[src/rtl/rns_to_binary_seq.sv]
// Sequential 3-channel RNS-to-binary converter using mixed-radix conversion.
// Modular inverses are found by a run-time linear search, so any coprime moduli set works.
module rns_to_binary_seq #(
  parameter int unsigned RW = 3,
  parameter int unsigned OW = 3 * RW
) (
  input  logic          clk,
  input  logic          rst_n,
  input  logic          in_valid,
  output logic          in_ready,
  input  logic [RW-1:0] residue1,
  input  logic [RW-1:0] residue2,
  input  logic [RW-1:0] residue3,
  input  logic [RW-1:0] moduli1,
  input  logic [RW-1:0] moduli2,
  input  logic [RW-1:0] moduli3,
  output logic          out_valid,
  input  logic          out_ready,
  output logic [OW-1:0] binary,
  output logic [OW-1:0] range_m,
  output logic          err
);

  localparam int unsigned PW = 2 * RW;

  typedef enum logic [3:0] {
    S_IDLE, S_CHECK, S_INV12, S_INV13, S_INV23, S_DIG2, S_DIG3, S_ACCUM, S_DONE
  } state_t;

  state_t        state_q, state_d;
  logic [RW-1:0] r1_q, r2_q, r3_q, m1_q, m2_q, m3_q;
  logic [RW-1:0] r1_d, r2_d, r3_d, m1_d, m2_d, m3_d;
  logic [RW-1:0] k_q, k_d, i12_q, i12_d, i13_q, i13_d, i23_q, i23_d;
  logic [RW-1:0] v2_q, v2_d, v3_q, v3_d;
  logic [OW-1:0] bin_q, bin_d, rng_q, rng_d;
  logic          err_q, err_d;

  logic [RW-1:0] ma, mb;
  logic          hit;
  logic [PW-1:0] t3, u3;

  function automatic logic [PW-1:0] mod_mul(input logic [PW-1:0] a, input logic [PW-1:0] b,
                                            input logic [PW-1:0] m);
    return (a * b) % m;
  endfunction

  function automatic logic [PW-1:0] mod_sub(input logic [PW-1:0] a, input logic [PW-1:0] b,
                                            input logic [PW-1:0] m);
    return (a + m - (b % m)) % m;
  endfunction

  always_ff @(posedge clk or negedge rst_n) begin
    if (!rst_n) begin
      state_q <= S_IDLE;
      r1_q    <= '0;
      r2_q    <= '0;
      r3_q    <= '0;
      m1_q    <= '0;
      m2_q    <= '0;
      m3_q    <= '0;
      k_q     <= '0;
      i12_q   <= '0;
      i13_q   <= '0;
      i23_q   <= '0;
      v2_q    <= '0;
      v3_q    <= '0;
      bin_q   <= '0;
      rng_q   <= '0;
      err_q   <= 1'b0;
    end else begin
      state_q <= state_d;
      r1_q    <= r1_d;
      r2_q    <= r2_d;
      r3_q    <= r3_d;
      m1_q    <= m1_d;
      m2_q    <= m2_d;
      m3_q    <= m3_d;
      k_q     <= k_d;
      i12_q   <= i12_d;
      i13_q   <= i13_d;
      i23_q   <= i23_d;
      v2_q    <= v2_d;
      v3_q    <= v3_d;
      bin_q   <= bin_d;
      rng_q   <= rng_d;
      err_q   <= err_d;
    end
  end

  always_comb begin
    state_d = state_q;
    r1_d    = r1_q;
    r2_d    = r2_q;
    r3_d    = r3_q;
    m1_d    = m1_q;
    m2_d    = m2_q;
    m3_d    = m3_q;
    k_d     = k_q;
    i12_d   = i12_q;
    i13_d   = i13_q;
    i23_d   = i23_q;
    v2_d    = v2_q;
    v3_d    = v3_q;
    bin_d   = bin_q;
    rng_d   = rng_q;
    err_d   = err_q;
    ma      = m1_q;
    mb      = m2_q;
    hit     = 1'b0;
    t3      = '0;
    u3      = '0;

    unique case (state_q)
      S_INV13: begin ma = m1_q; mb = m3_q; end
      S_INV23: begin ma = m2_q; mb = m3_q; end
      default: begin ma = m1_q; mb = m2_q; end
    endcase

    case (state_q)
      S_IDLE: begin
        if (in_valid) begin
          r1_d    = residue1;
          r2_d    = residue2;
          r3_d    = residue3;
          m1_d    = moduli1;
          m2_d    = moduli2;
          m3_d    = moduli3;
          err_d   = 1'b0;
          state_d = S_CHECK;
        end
      end
      S_CHECK: begin
        k_d = RW'(1);
        // Error paths route through ACCUM so outputs are zeroed in one place.
        if ((m1_q < RW'(2)) || (m2_q < RW'(2)) || (m3_q < RW'(2)) ||
            (r1_q >= m1_q) || (r2_q >= m2_q) || (r3_q >= m3_q)) begin
          err_d   = 1'b1;
          state_d = S_ACCUM;
        end else begin
          state_d = S_INV12;
        end
      end
      S_INV12, S_INV13, S_INV23: begin
        hit = (mod_mul(PW'(ma), PW'(k_q), PW'(mb)) == PW'(1));
        if (hit) begin
          k_d = RW'(1);
          if (state_q == S_INV12) begin
            i12_d   = k_q;
            state_d = S_INV13;
          end else if (state_q == S_INV13) begin
            i13_d   = k_q;
            state_d = S_INV23;
          end else begin
            i23_d   = k_q;
            state_d = S_DIG2;
          end
        end else if (k_q >= (mb - RW'(1))) begin
          err_d   = 1'b1;
          state_d = S_ACCUM;
        end else begin
          k_d = k_q + RW'(1);
        end
      end
      S_DIG2: begin
        v2_d    = RW'(mod_mul(mod_sub(PW'(r2_q), PW'(r1_q), PW'(m2_q)), PW'(i12_q), PW'(m2_q)));
        state_d = S_DIG3;
      end
      S_DIG3: begin
        t3      = mod_mul(mod_sub(PW'(r3_q), PW'(r1_q), PW'(m3_q)), PW'(i13_q), PW'(m3_q));
        u3      = mod_sub(t3, PW'(v2_q), PW'(m3_q));
        v3_d    = RW'(mod_mul(u3, PW'(i23_q), PW'(m3_q)));
        state_d = S_ACCUM;
      end
      S_ACCUM: begin
        if (err_q) begin
          bin_d = '0;
          rng_d = '0;
        end else begin
          bin_d = OW'(r1_q) + OW'(m1_q) * OW'(v2_q) + OW'(m1_q) * OW'(m2_q) * OW'(v3_q);
          rng_d = OW'(m1_q) * OW'(m2_q) * OW'(m3_q);
        end
        state_d = S_DONE;
      end
      S_DONE: begin
        if (out_ready) state_d = S_IDLE;
      end
      default: state_d = S_IDLE;
    endcase
  end

  assign in_ready  = (state_q == S_IDLE);
  assign out_valid = (state_q == S_DONE);
  assign binary    = bin_q;
  assign range_m   = rng_q;
  assign err       = err_q;

endmodule

[config.mk]
export PLATFORM = sky130hd
export DESIGN_NAME = rns_to_binary_seq
export DESIGN_NICKNAME = d
export VERILOG_FILES = /design/src/rtl/rns_to_binary_seq.sv
export SDC_FILE = /design/constraint.sdc
export NUM_CORES = 1
export LEC_CHECK = 0
export ABC_AREA = 1
export CAP_MARGIN = 25
export CORE_ASPECT_RATIO = 0.8
export CORE_MARGIN = 2
export CORE_UTILIZATION = 55
export DETAILED_ROUTE_END_ITERATION = 10
export PLACE_DENSITY_LB_ADDON = 0.08
export SLEW_MARGIN = 20
export SYNTH_ARGS = -nofsm -noshare
export SYNTH_HDL_FRONTEND = slang
export SYNTH_SLANG_ARGS = --single-unit
[constraint.sdc]
create_clock -name clk -period 114.4 [get_ports clk]
set_clock_uncertainty 0.2 [all_clocks]
set_input_delay 11.44 -clock clk [delete_from_list [all_inputs] [get_ports clk]]
set_output_delay 11.44 -clock clk [all_outputs]
set_load 0.02 [all_outputs]
==> results.sh, run 1 <==
export IMPL_outcome="finished, final reports clean"
export IMPL_critPathArrivalTime_ps=40330
export IMPL_drtPass1Iterations=5
export IMPL_ys_ff_latch=59
export IMPL_postRouteWirelength_mm=32.5
export IMPL_synth_top_cell_area_share=0.220
export IMPL_netlist_cell_type_count=64
export IMPL_synth_ff_type="dfrtp_1"
export IMPL_io_buffer_count=42
export IMPL_clockBufferDepth=2
export IMPL_worstPathRequired_ps=114460
export IMPL_clock_root_buffer="clkbuf_16"
export IMPL_yosysWarnings=0
export IMPL_finalSetupTns_ps=0
export IMPL_core_region_area_mm2=0.0252
export IMPL_n_antenna_cell=0
export IMPL_end_kind="flop"
export IMPL_crit_path_max_incr_delay_ps=810
export IMPL_nNetsFinal=2469
export IMPL_drt_initial_drc_count=667
export IMPL_slowest_stage="dfrtp_1"
export IMPL_avgSynthCellArea_um2=6.70
export IMPL_track_usage=0.252
export IMPL_min_path_type="flop to flop"
export IMPL_path_buf_inv=44
export IMPL_dp_slack_ps=74200
export IMPL_antenna_found_initial=0
export IMPL_clock_sinks=59
export IMPL_grt_ovfl_total=0
export IMPL_grt_pass1_vias=12460
export IMPL_postCtsSetupRepairBufs=0
export IMPL_critical_path_most_common_cell="nand2_1"
export IMPL_drc=0
export IMPL_synthesis_area_mm2=0.0140
export IMPL_fp_dieH_um=147
export IMPL_hpwlAfterDp_mm=26.5
export IMPL_cts_htree_levels=3
export IMPL_crit_fanout=13
export IMPL_ant_nets=0
export IMPL_cts_repair_resized=0
export IMPL_die_w_um=182
export IMPL_critical_path_class="flop to flop"
export IMPL_critPathLaunchType="flop"
export IMPL_die_area_mm2=0.0268
export IMPL_period_needed_ps=40260
export IMPL_cts_hold_buf=0
export IMPL_synth_area_mux_share=0.00152
export IMPL_synth_edf_count=0
export IMPL_fin_crit_sh=0.352
export IMPL_clk_latency_ps=330
export IMPL_avgRoutedWirePerCell_um=13.1
export IMPL_clk_pin_slew_ps=60
export IMPL_synth_top_area_cell="ha_1"
export IMPL_drive_above_1_share=0.0730
export IMPL_final_max_slew_viol_count=0
export IMPL_top_level_ports=43
export IMPL_rows=52
export IMPL_synth_seq_area_share=0.105
export IMPL_nFillCells=2355
export IMPL_grt_max_degree=60
export IMPL_setup_slack_ps=74140
export IMPL_synth_area_leaders="ha_1, nand2_1, dfrtp_1"
export IMPL_routed_via_density=5.24
export IMPL_num_vias=12981
export IMPL_yosys_cell_count_top_type="nand2_1"
export IMPL_finalSetupViolCount=0
export IMPL_async_flop_share=1.00
export IMPL_yosys_top_cells_count="nand2_1, inv_1, ha_1, nor2_1, o21ai_0"
export IMPL_synth_simple_gate_area_frac=0.303
export IMPL_max_cap_violations=0
export IMPL_gp_congestion=0.887
export IMPL_tritoncts="yes"
export IMPL_hold_violations=0
export IMPL_synth_xor_xnor_area_share=0.0556
export IMPL_max_slew_margin_rel=0.341
export IMPL_synth_adder_area_share=0.298
export IMPL_critPathTopFamily="adder cells"
export IMPL_cts_made_buffers=9
export IMPL_initial_core_util=0.556
export IMPL_synth_top_family_by_area="simple AND/OR/NAND/NOR gates"
export IMPL_grt_pass1_wl_mm=57.0
export IMPL_rsz0062_at_grt="false"
export IMPL_areaGrowthSynthToFinish_pct=8.49
export IMPL_synth_cells=2092
export IMPL_tightest_slew_ps=987
export IMPL_max_freq_ghz=0.0248
export IMPL_synth_compound_area_frac=0.130
## path summary, 6_finish.rpt
kind | to | cells past startpoint | slack, ps | startpoint
hold / removal | binary[7] | 2 | 290 | binary[7]
setup reg to reg | v3_q[0] | 249 | 74140 | m3_q[1]
min in group asynchronous | m2_q[1] | 2 | 11060 | rst_n
hold reg to reg | binary[7] | 2 | 290 | binary[7]
max in group asynchronous | state_q[3] | 2 | 102430 | rst_n
setup / recovery | v3_q[0] | 249 | 74140 | m3_q[1]
## stage by stage
| stage | instance area, um^2 | hold slack, ps | util | instances |
|---|---|---|---|---|
| after floorplan | 14000 | 296 | - | 2097 |
| after global placement | 14900 | 270 | 0.591 | 2459 |
| after detailed placement | 14900 | 276 | 0.591 | 2459 |
| after CTS | 15200 | 290 | 0.604 | 2475 |
| after global routing | 15200 | 307 | 0.604 | 2475 |
| final | 15200 | 288 | 0.604 | 2475 |
## cell usage in the layout (no fill, tap or decap), types with 30 or more instances in the layout
| cell | Yosys | final |
|---|---|---|
| fa_1 | 55 | 55 |
| ha_1 | 246 | 246 |
| xor2_1 | 59 | 59 |
| clkdlybuf4s50_1 | 0 | 41 |
| dfrtp_1 | 59 | 59 |
| inv_1 | 362 | 362 |
| nand2_2 | 30 | 30 |
| nor2_1 | 176 | 176 |
| o21ai_0 | 136 | 136 |
| nand2_1 | 505 | 505 |
| nand4_1 | 31 | 31 |
| a21oi_1 | 80 | 80 |
| xnor2_1 | 30 | 30 |
| nand3_1 | 94 | 94 |
## final cells by class
type,count,area (um^2),share of cell area
Clock inverter,7,101,0.00667
Multi-Input combinational cell,1644,11100,0.728
Inverter,379,1420,0.0936
Clock buffer,9,225,0.0148
Timing Repair Buffer,53,498,0.0328
Tap cell,324,405,0.0267
Sequential cell,59,1480,0.0972
## worst reg2reg max path: cells and delay by family (launching register included)
| kind | cells | cell delay [ps] |
|---|---|---|
| buffers and inverters | 44 | 3310 |
| AND/OR/NAND/NOR | 103 | 11810 |
| XOR/XNOR | 4 | 670 |
| flip-flops | 1 | 810 |
| multiplexers | 1 | 380 |
| AO/OA/AOI/OAI | 60 | 10600 |
| adder cells (fa/ha/maj) | 37 | 12400 |
## logic make-up (layout without fill, tap and decap cells)
kind of cell	count (synthesis)	after routing
adders and majority gates	301	301
buffers and inverters	394	448
muxes	2	2
other	1	6
AOI/OAI and AO/OA	313	313
and+or+nand+nor	933	933
DFF	59	59
xor gates and xnor gates	89	89
## metal layers
| layer | vias to the layer above | global-route usage | wire (um) |
|---|---|---|---|
| li1 | 6874 | - | - |
| met1 | 5904 | 0.360 | 16700 |
| met2 | 177 | 0.425 | 14400 |
| met3 | 26 | 0.0193 | 965 |
| met4 | 0 | 0.0448 | 448 |
| met5 | - | 0 | 0 |
Power of run 1 is left out: the tool's default activity adds up to more than one toggle a clock period on the data nets, which glitch-free logic cannot reach.
==> run 2, diff against run 1 <==
- clock period: 114.4 -> 33.9 ns (I/O delays scaled with it)
==> run 2 against run 1 <==
Sequential share of layout area fell by 1.2 points. Critical path depth grew 7. Die area unchanged. Global-route usage up 1.2 points. Utilization is 8.3 points higher. Register-to-register slack got worse by 74000 ps. Setup slack got worse by 74000 ps. Count of clock-buffer cells in the layout grew 1. Via count is 6.2% higher. Worst hold slack improved by 9.7 ps. Critical endpoint unchanged.
==> results.sh, run 2 (synthesis gave the netlist of run 1 again) <==
export IMPL_antenna_found_initial=0
export IMPL_final_cell_count_no_fill=2594
export IMPL_rows=52
export IMPL_fin_crit_sh=0.985
export IMPL_critPathArrivalTime_ps=33480
export IMPL_num_vias=13787
export IMPL_tightest_slew_ps=945
export IMPL_period_needed_ps=33400
export IMPL_clock_root_buffer="clkbuf_16"
export IMPL_critical_path_most_common_cell="nand2_2"
export IMPL_critPathLaunchType="flop"
export IMPL_clock_sinks=59
export IMPL_cts_made_buffers=9
export IMPL_max_cap_violations=0
export IMPL_gp_congestion=0.882
export IMPL_cts_htree_levels=3
export IMPL_nNetsFinal=2588
export IMPL_grt_pass1_vias=12868
export IMPL_hpwlAfterDp_mm=27.1
export IMPL_avgRoutedWirePerCell_um=14.0
export IMPL_areaGrowthSynthToFinish_pct=23.5
export IMPL_rsz0062_at_grt="true"
export IMPL_io_buffer_count=42
export IMPL_max_freq_ghz=0.0299
export IMPL_grt_pass1_wl_mm=59.5
export IMPL_drt_initial_drc_count=664
export IMPL_crit_path_max_incr_delay_ps=590
export IMPL_core_region_area_mm2=0.0252
export IMPL_track_usage=0.264
export IMPL_max_slew_margin_rel=0.369
export IMPL_grt_max_degree=60
export IMPL_drtPass1Iterations=5
export IMPL_tritoncts="yes"
export IMPL_slowest_stage="fa_1"
export IMPL_routed_via_density=5.31
export IMPL_finalSetupViolCount=0
export IMPL_worstPathRequired_ps=33980
export IMPL_dp_cells=2477
export IMPL_outcome="finished, final reports clean"
export IMPL_fp_dieH_um=147
export IMPL_grt_ovfl_total=0
export IMPL_n_antenna_cell=0
export IMPL_hold_violations=0
export IMPL_clk_pin_slew_ps=50
export IMPL_min_path_type="flop to flop"
export IMPL_die_w_um=182
export IMPL_ant_nets=0
export IMPL_clockBufferDepth=2
export IMPL_postRouteWirelength_mm=36.4
export IMPL_clk_latency_ps=340
export IMPL_die_area_mm2=0.0268
export IMPL_final_cell_mix="nand2_1, inv_1, ha_1"
export IMPL_final_max_slew_viol_count=0
export IMPL_end_kind="flop"
export IMPL_drc=0
export IMPL_nFillCells=2119
export IMPL_critical_path_class="flop to flop"
export IMPL_drive_above_1_share=0.217
export IMPL_mostFrequentLayoutCell="nand2_1"
export IMPL_crit_fanout=7
export IMPL_initial_core_util=0.556
export IMPL_top_level_ports=43
run 2: cell count changes in the layout (fill, tap and decap cells not counted), sizes merged:
| cell | before | now |
|---|---|---|
| buf | 12 | 131 |
| clkinv | 4 | 5 |
| bufinv | 2 | 1 |
| clkbuf | 9 | 10 |
| inv | 378 | 377 |
run 2: path summary, 6_finish.rpt:
check | from | to | slack [ps] | cells after the start
worst max register to register | m3_q[1] | v3_q[0] | 500 | 256
max in group asynchronous | rst_n | m3_q[1] | 29950 | 2
worst min register to register | binary[4] | binary[4] | 300 | 2
worst min-delay path | binary[4] | binary[4] | 300 | 2
worst max-delay path | m3_q[1] | v3_q[0] | 500 | 256
min in group asynchronous | rst_n | m2_q[1] | 3000 | 2
run 2: layout make-up:
type,instances,area [um^2],area share
tap,324,405,0.0234
clock inverter,6,65.1,0.00376
sequential,59,1480,0.0854
multi-input combinational,1644,12300,0.710
clock buffer,10,239,0.0138
timing repair buffer,172,1400,0.0806
inverter,379,1440,0.0830
run 2: per-stage QoR:
step | utilization | hold WS (ps) | setup TNS [ps] | setup slack, ps | area, um^2
finish | 0.687 | 298 | 0 | 500 | 17300
global route | 0.687 | 313 | -4770 | -1590 | 17300
CTS | 0.639 | 293 | 0 | 21.9 | 16100
detailed placement | 0.613 | 277 | -4150 | -1390 | 15400
global placement | 0.613 | 278 | -773 | -260 | 15400
floorplan | - | 296 | 0 | 17.2 | 14500
run 2: repair_timing:
action	in CTS	in global routing
gates resized for setup	27	172
hold buffers	0	0
gates cloned	0	0
buffers inserted	29	73
pin swaps	36	192
setup endpoints to repair	3	3
run 2: worst max-delay path: cells and delay by family (launching register included):
family / cells / cell delay (ps)
compound gates: 52 / 6610
xor+xnor: 4 / 690
fa+ha+maj: 37 / 11080
buf+inv: 44 / 2910
flops: 1 / 380
mux: 1 / 320
simple gates: 118 / 11040
run 2: per-layer routing:
metal | GRT usage | vias to the layer above | share of wire
met5 | 0 | - | 0
met4 | 0.0399 | 0 | 0.011
met3 | 0.0260 | 32 | 0.033
met2 | 0.451 | 196 | 0.48
met1 | 0.370 | 6454 | 0.48
li1 | - | 7105 | -
Power of run 2 is left out for the same reason.
